$ cat config.mk
export PLATFORM = sky130hd
export DESIGN_NAME = gpr_write_sequencer
export DESIGN_NICKNAME = d
export VERILOG_FILES = /design/src/rtl/gpr_write_sequencer.sv
export SDC_FILE = /design/constraint.sdc
export NUM_CORES = 1
export LEC_CHECK = 0
export ABC_CLOCK_PERIOD_IN_PS = 2900
export CAP_MARGIN = 40
export CORE_ASPECT_RATIO = 0.8
export CORE_UTILIZATION = 30
export DETAILED_ROUTE_END_ITERATION = 10
export HOLD_SLACK_MARGIN = 0.08
export SLEW_MARGIN = 20
export SYNTH_ARGS = -nofsm -noshare
export SYNTH_HDL_FRONTEND = slang
export SYNTH_SLANG_ARGS = --single-unit
export TNS_END_PERCENT = 5
$ cat constraint.sdc
create_clock -name clk -period 2.9 [get_ports clk]
set_clock_uncertainty 0.05 [all_clocks]
set_input_delay 0.435 -clock clk [delete_from_list [all_inputs] [get_ports clk]]
set_output_delay 0.435 -clock clk [all_outputs]
set_load 0.02 [all_outputs]
$ cat src/rtl/gpr_write_sequencer.sv
// Register-file write sequencer: latches the file address at Q2, decodes GPR/STATUS
// writes at Q4 and issues them as one-cycle registered strobes plus a forward entry.
module gpr_write_sequencer #(
    parameter int DATA_WIDTH       = 8,
    parameter int FADDR_WIDTH      = 5,
    parameter int BANK_BITS        = 2,
    parameter int STATUS_ADDR      = 3,
    parameter int GLOBAL_TOP       = 15,
    parameter int EX_STATE_BITS    = 4,
    parameter int ALU_STATUS_WIDTH = 3,
    parameter logic [EX_STATE_BITS-1:0] EX_Q2        = EX_STATE_BITS'(32'd1),
    parameter logic [EX_STATE_BITS-1:0] EX_Q4_CLRF   = EX_STATE_BITS'(32'd2),
    parameter logic [EX_STATE_BITS-1:0] EX_Q4_CLRW   = EX_STATE_BITS'(32'd3),
    parameter logic [EX_STATE_BITS-1:0] EX_Q4_MOVWF  = EX_STATE_BITS'(32'd4),
    parameter logic [EX_STATE_BITS-1:0] EX_Q4_BXF    = EX_STATE_BITS'(32'd5),
    parameter logic [EX_STATE_BITS-1:0] EX_Q4_FSZ    = EX_STATE_BITS'(32'd6),
    parameter logic [EX_STATE_BITS-1:0] EX_Q4_ALUXLW = EX_STATE_BITS'(32'd7),
    parameter logic [EX_STATE_BITS-1:0] EX_Q4_MOVF   = EX_STATE_BITS'(32'd8),
    parameter logic [EX_STATE_BITS-1:0] EX_Q4_ELSE   = EX_STATE_BITS'(32'd9),
    parameter logic [EX_STATE_BITS-1:0] EX_Q4_NOP    = EX_STATE_BITS'(32'd10)
) (
    input  logic                             clk,
    input  logic                             rst,
    input  logic [EX_STATE_BITS-1:0]         executeState,
    input  logic [11:0]                      IR,
    input  logic [DATA_WIDTH-1:0]            fsrIn,
    input  logic [DATA_WIDTH-1:0]            wRIn,
    input  logic [DATA_WIDTH-1:0]            aluResultIn,
    input  logic [ALU_STATUS_WIDTH-1:0]      aluStatusIn,
    input  logic [DATA_WIDTH-1:0]            gprStatusIn,
    input  logic                             flush,
    output logic                             gprWe,
    output logic [BANK_BITS+FADDR_WIDTH-1:0] gprWaddr,
    output logic [DATA_WIDTH-1:0]            gprWdata,
    output logic                             statusWe,
    output logic [DATA_WIDTH-1:0]            statusWdata,
    output logic                             fwdValid,
    output logic [BANK_BITS+FADDR_WIDTH-1:0] fwdAddr,
    output logic [DATA_WIDTH-1:0]            fwdData,
    output logic                             orphanErr
);

    localparam int AW = BANK_BITS + FADDR_WIDTH;
    localparam logic [1:0] S_IDLE    = 2'd0;
    localparam logic [1:0] S_LATCHED = 2'd1;
    localparam logic [1:0] S_COMMIT  = 2'd2;
    localparam logic [FADDR_WIDTH-1:0] GTOP   = FADDR_WIDTH'(GLOBAL_TOP);
    localparam logic [FADDR_WIDTH-1:0] STAT_F = FADDR_WIDTH'(STATUS_ADDR);

    logic [1:0]             state_r;
    logic [AW-1:0]          laddr_r;
    logic                   lnull_r;

    logic [FADDR_WIDTH-1:0] f_s;
    logic [FADDR_WIDTH-1:0] f_eff_s;
    logic [AW-1:0]          bank_off_s;
    logic [AW-1:0]          addr_s;
    logic                   null_s;

    logic                   is_q2_s;
    logic                   is_q4_s;
    logic                   need_gpr_s;
    logic [DATA_WIDTH-1:0]  gdata_s;
    logic                   status_due_s;
    logic [DATA_WIDTH-1:0]  snorm_s;
    logic [2:0]             mflags_s;

    logic                   have_addr_s;
    logic                   do_gpr_s;
    logic                   merge_s;
    logic                   gpr_fire_s;
    logic                   status_fire_s;
    logic                   orphan_s;
    logic [DATA_WIDTH-1:0]  sdata_s;
    logic                   unused_s;

    assign unused_s = ^{IR, gprStatusIn};

    // Address resolution: INDF (f = 0) substitutes the FSR low bits; high addresses take the FSR bank.
    always_comb begin
        f_s = IR[FADDR_WIDTH-1:0];
        if (f_s == '0) begin
            f_eff_s = fsrIn[FADDR_WIDTH-1:0];
        end else begin
            f_eff_s = f_s;
        end
        bank_off_s = AW'(fsrIn >> FADDR_WIDTH) << FADDR_WIDTH;
        null_s     = (f_eff_s == '0);
        if (f_eff_s > GTOP) begin
            addr_s = bank_off_s | AW'(f_eff_s);
        end else begin
            addr_s = AW'(f_eff_s);
        end
    end

    // Q4 decode of GPR data and STATUS update; mflags_s is the flag field used when the two merge.
    always_comb begin
        is_q2_s      = (executeState == EX_Q2);
        is_q4_s      = 1'b0;
        need_gpr_s   = 1'b0;
        gdata_s      = '0;
        status_due_s = 1'b0;
        snorm_s      = '0;
        mflags_s     = aluStatusIn;
        case (executeState)
            EX_Q4_CLRF: begin
                is_q4_s      = 1'b1;
                need_gpr_s   = 1'b1;
                status_due_s = 1'b1;
                snorm_s      = {gprStatusIn[DATA_WIDTH-1:3], 1'b1, gprStatusIn[1:0]};
                mflags_s     = 3'b100;
            end
            EX_Q4_CLRW: begin
                is_q4_s      = 1'b1;
                status_due_s = 1'b1;
                snorm_s      = {gprStatusIn[DATA_WIDTH-1:3], 1'b1, gprStatusIn[1:0]};
            end
            EX_Q4_MOVWF: begin
                is_q4_s    = 1'b1;
                need_gpr_s = 1'b1;
                gdata_s    = wRIn;
            end
            EX_Q4_BXF: begin
                is_q4_s    = 1'b1;
                need_gpr_s = 1'b1;
                gdata_s    = aluResultIn;
            end
            EX_Q4_FSZ: begin
                is_q4_s    = 1'b1;
                need_gpr_s = IR[5];
                gdata_s    = aluResultIn;
            end
            EX_Q4_ALUXLW, EX_Q4_MOVF: begin
                is_q4_s      = 1'b1;
                status_due_s = 1'b1;
                snorm_s      = {gprStatusIn[DATA_WIDTH-1:3], aluStatusIn};
            end
            EX_Q4_ELSE: begin
                is_q4_s      = 1'b1;
                need_gpr_s   = IR[5];
                gdata_s      = aluResultIn;
                status_due_s = 1'b1;
                snorm_s      = {gprStatusIn[DATA_WIDTH-1:3], aluStatusIn};
            end
            EX_Q4_NOP: begin
                is_q4_s = 1'b1;
            end
            default: begin
                is_q4_s = 1'b0;
            end
        endcase
    end

    // Commit decision: a GPR write aimed at STATUS is folded into the STATUS write when one is due.
    always_comb begin
        have_addr_s   = (state_r == S_LATCHED);
        do_gpr_s      = is_q4_s && !flush && need_gpr_s && have_addr_s && !lnull_r;
        merge_s       = do_gpr_s && status_due_s && (laddr_r[FADDR_WIDTH-1:0] == STAT_F);
        gpr_fire_s    = do_gpr_s && !merge_s;
        status_fire_s = is_q4_s && !flush && status_due_s;
        orphan_s      = is_q4_s && !flush && need_gpr_s && !have_addr_s;
        if (merge_s) begin
            sdata_s = {gdata_s[DATA_WIDTH-1:3], mflags_s};
        end else begin
            sdata_s = snorm_s;
        end
    end

    // Sequencer state and address latch.
    always_ff @(posedge clk) begin
        if (rst) begin
            state_r <= S_IDLE;
            laddr_r <= '0;
            lnull_r <= 1'b1;
        end else if (flush) begin
            state_r <= S_IDLE;
            laddr_r <= '0;
            lnull_r <= 1'b1;
        end else if (is_q2_s) begin
            state_r <= S_LATCHED;
            laddr_r <= addr_s;
            lnull_r <= null_s;
        end else if (is_q4_s) begin
            state_r <= S_COMMIT;
        end else if (state_r == S_COMMIT) begin
            state_r <= S_IDLE;
        end
    end

    // Registered strobes, forward entry and sticky orphan flag.
    always_ff @(posedge clk) begin
        if (rst) begin
            gprWe       <= 1'b0;
            gprWaddr    <= '0;
            gprWdata    <= '0;
            statusWe    <= 1'b0;
            statusWdata <= '0;
            fwdValid    <= 1'b0;
            fwdAddr     <= '0;
            fwdData     <= '0;
            orphanErr   <= 1'b0;
        end else begin
            gprWe       <= gpr_fire_s;
            gprWaddr    <= gpr_fire_s ? laddr_r : '0;
            gprWdata    <= gpr_fire_s ? gdata_s : '0;
            statusWe    <= status_fire_s;
            statusWdata <= status_fire_s ? sdata_s : '0;
            orphanErr   <= orphanErr | orphan_s;
            if (gpr_fire_s || merge_s) begin
                fwdValid <= 1'b1;
                fwdAddr  <= laddr_r;
                fwdData  <= merge_s ? sdata_s : gdata_s;
            end
        end
    end

endmodule

==> flow_results.org <==
** Status
- The flow ran to the end, and the final reports show no timing, DRC or antenna violations.

** Yosys
- Synth warn :: 0
- Post-synthesis cell type with the largest combined area :: dfxtp_1
- Sequential cells were found to cover 46.09% of the synthesized design area.
- Area fraction in compound gates after synthesis :: 19.83%
- In this run, synthesis produced a sequential element count of 52.
- Among all flip-flop cells after synthesis, the most frequent one is dfxtp_1.
- In the synthesized netlist, the number of instances is 255.
- After synthesis, the cell types taking the most area are dfxtp_1, nor2_1, a21oi_1.
- When the netlist entered floorplanning its net count stood at 309.
- Of the post-synthesis cell area, the part taken by muxes is 6.593%.
- Adder-cell share of the synthesized area :: 0%
- Syn avg cell area :: 8.857 um^2
- Number of library cell types mapped by synthesis :: 42
- After synthesis, the largest family of logic cells by area is simple AND/OR/NAND/NOR gates.
- Summing the areas of all and, or, nand and nor instances in the mapped netlist gives 22.66% of the synthesized area.
- Post-synthesis instance area :: 2258 um^2
- The commonest cells after synthesis are dfxtp_1, nor2_1, a21oi_1.
- In this run, synthesis inferred 0 flip-flops with an integrated enable.
- Share of the synthesized area in the top cell type :: 46.09%
- Of all flip-flops after synthesis, the portion carrying an async set or reset was 0%.
- After Yosys synthesis, XOR and XNOR cells account for 0.3878% of the synthesized area.
- Count leader, synth :: dfxtp_1

** Timing
- Tightest Pin Transition :: 0.5785 ns
- In the final timing run, aggregate negative setup slack is 0 ns.
- Setup repair after global routing left no endpoint under its margin.
- Relative slew slack :: 61.44%
- The max-slew violation total from the final report was 0.
- Based on the critical path, the design can be clocked at up to 422.9 MHz.
- Final period utilization :: 81.53%
- Setup violations remaining at the end of the flow were counted as 0.
- After layout, the minimum clock period comes to 2.364 ns.
- Final hold viol count :: 0

** Floorplanning
- From bottom edge to top edge, the die measures 79.61 um.
- The floorplan step set the die width to 99.01 um.
- In this run the core area contains 27 standard-cell rows.
- The die covers 7881 um^2.
- The core region is 7094 um^2.
- Number of top-level pins :: 96
- Starting density of the core :: 31.83%

** Routing
- For this block, the initial DRC count from the detailed router was 97.
- Vias per cell :: 4.963
- The routed layout has 2134 vias.
- Sum of routed wire segments on met1 :: 3.060 mm
- The detailed router used layers up to and including met4.
- Routed Wire Length :: 6.271 mm
- Number of detailed-routing iterations run before antenna repair :: 4
- Routed wl met3 :: 287 um
- For this run, design rule violations remaining after detail routing come to 0.
- WL per Instance :: 14.58 um
- The routed design uses 2.845 mm of met2 wire.
- In this run the remaining antenna-violating nets after routing total 0.

** Layout
- Number of antenna repair diodes :: 0
- Compared with the post-synthesis result, the final layout area differs by 48.53%.
- Net count reported at finish :: 396
- Sequential cell area :: 1041 um^2
- Cells fill 47.28% of the core in the end.
- In the final layout, the multi-input gates occupy 1117 um^2.
- Fraction of layout instances using a drive strength above 1 :: 9.913%
- Filler Cell Count :: 682

** Power
- Static leakage :: 1.203 nW
- Across the VDD grid, the largest voltage drop is 231.9 uV.
- Power density over cell area :: 423.0 nW/um^2

** Global routing
- Number of global-route vias before repair :: 1932
- Entering global routing, the biggest net connects 32 pins.
- GRT Total Usage :: 15.77%
- Wire length of the first global-routing pass :: 9.687 mm
- Antenna violations before repair :: 0
- For this run the aggregate overflow at the end of global routing stands at 0.

** Min path
- Along the worst hold path, the cell count comes to 2.
- The tightest min-delay check is of the register to register type.

** Placement
- Port Buffer Count :: 87
- Detailed-placement wirelength estimate :: 4.780 mm
- Routability-driven placement finished with a final weighted congestion of 0.7597.

** Setup path
- STA classifies the critical path startpoint as an input port.
- Type of the setup path with the least slack :: input port to register
- CP Max Fanout :: 31
- Data arrives at the worst endpoint at 2.52 ns.
- STA classifies the critical path endpoint as a register.
- The worst register-to-register path has a depth of 4.
- Data required time of the critical path :: 3.05 ns
- Reg-to-reg setup timing slack :: 0.93 ns

** CTS
- Hold repair after CTS inserted 0 buffers.
- Clock-pin slew was measured on the worst setup and hold paths at 0.09 ns.
- Post-cts gate resize count :: 0
- Number of clock sinks :: 52
- CTS buffer count :: 5
- The clock tree synthesis step divided the H-tree into 2 levels.
- Worst-skew pair later-pin latency :: 0.30 ns
- The tree is rooted in a clkbuf_8.
- TritonCTS built the clock tree.
- After clock tree synthesis, the setup repair step added 0 buffers.
- Buffer depth of the longest clock path :: 2

** Job
- Number of maximum-capacitance constraint violations :: 0
[cells by family after synthesis]
| family | after synthesis |
|---|---|
| DFF | 52 |
| AOI/OAI and AO/OA | 69 |
| muxes | 14 |
| and+or+nand+nor | 97 |
| xor gates and xnor gates | 1 |
| buffers and inverters | 22 |
[layout make-up]
class | count | share of cell area (%)
tap | 87 | 3.245
inverter | 5 | 0.5968
clock inverter | 2 | 1.156
multi-input combinational | 181 | 33.31
timing repair buffer | 97 | 28.20
clock buffer | 6 | 2.462
sequential | 52 | 31.03
[registers in the layout, summed over array words and instances (netlist names), 2 cells and up]
register,flops
statusWdata,8
fwdData,8
fwdAddr,7
gprWdata,8
laddr_r,7
state_r,2
gprWaddr,7
[path summary, 6_finish.rpt]
path,start,endpoint
worst min register to register,lnull_r,lnull_r
worst max register to register,laddr_r[2],fwdData[2]
worst min-delay path,lnull_r,lnull_r
worst max-delay path,executeState[1],statusWdata[1]
[through the flow]
step	hold slack [ns]	instance area [um^2]	setup slack, ns	power (W)	cells
after floorplan	0.3823	2258	0.9491	0.0008189	255
after global placement	0.4008	3233	0.2742	0.0009155	422
after detailed placement	0.4036	3233	0.2343	0.0009175	422
after CTS	0.4245	3354	0.5532	0.001436	430
after global routing	0.4516	3354	0.3605	0.001481	430
final	0.4182	3354	0.5356	0.001419	430
[per-layer routing]
metal | vias up | global-route usage [%]
li1 | 1072 | -
met1 | 995 | 22.27
met2 | 60 | 24.62
met3 | 7 | 2.802
met4 | 0 | 4.328
met5 | - | 0
[layout by cell type, fill, tap and decap left out, types with 2 or more instances in the layout]
cell,n
a211oi_1,10
a21oi_1,25
a22oi_1,9
a311oi_1,2
a31oi_1,2
and2_1,8
and3b_1,4
buf_4,10
clkbuf_8,6
clkdlybuf4s50_1,87
dfxtp_1,52
inv_1,4
mux2_2,7
mux2i_1,7
nand2_1,17
nand2b_1,7
nand3_1,3
nand4_1,3
nor2_1,36
nor2b_1,6
nor3_1,2
o21ai_0,13
o221ai_1,3
[power by group]
group          total (W)  internal, W  switching [W]  leakage [nW]
Combinational   0.000179    0.0000975      0.0000819         0.722
Clock           0.000517     0.000282       0.000235        0.0614
Sequential      0.000722     0.000720     0.00000288         0.420
[critical path, cell delays in order]
cell and delay (ns):
clkdlybuf4s50_1 0.58, nor2b_1 0.23, o221ai_1 0.30, a21oi_4 0.24
buf_4 0.35, a21oi_1 0.11, a311oi_1 0.27
Power figures use the tool's default switching activity.
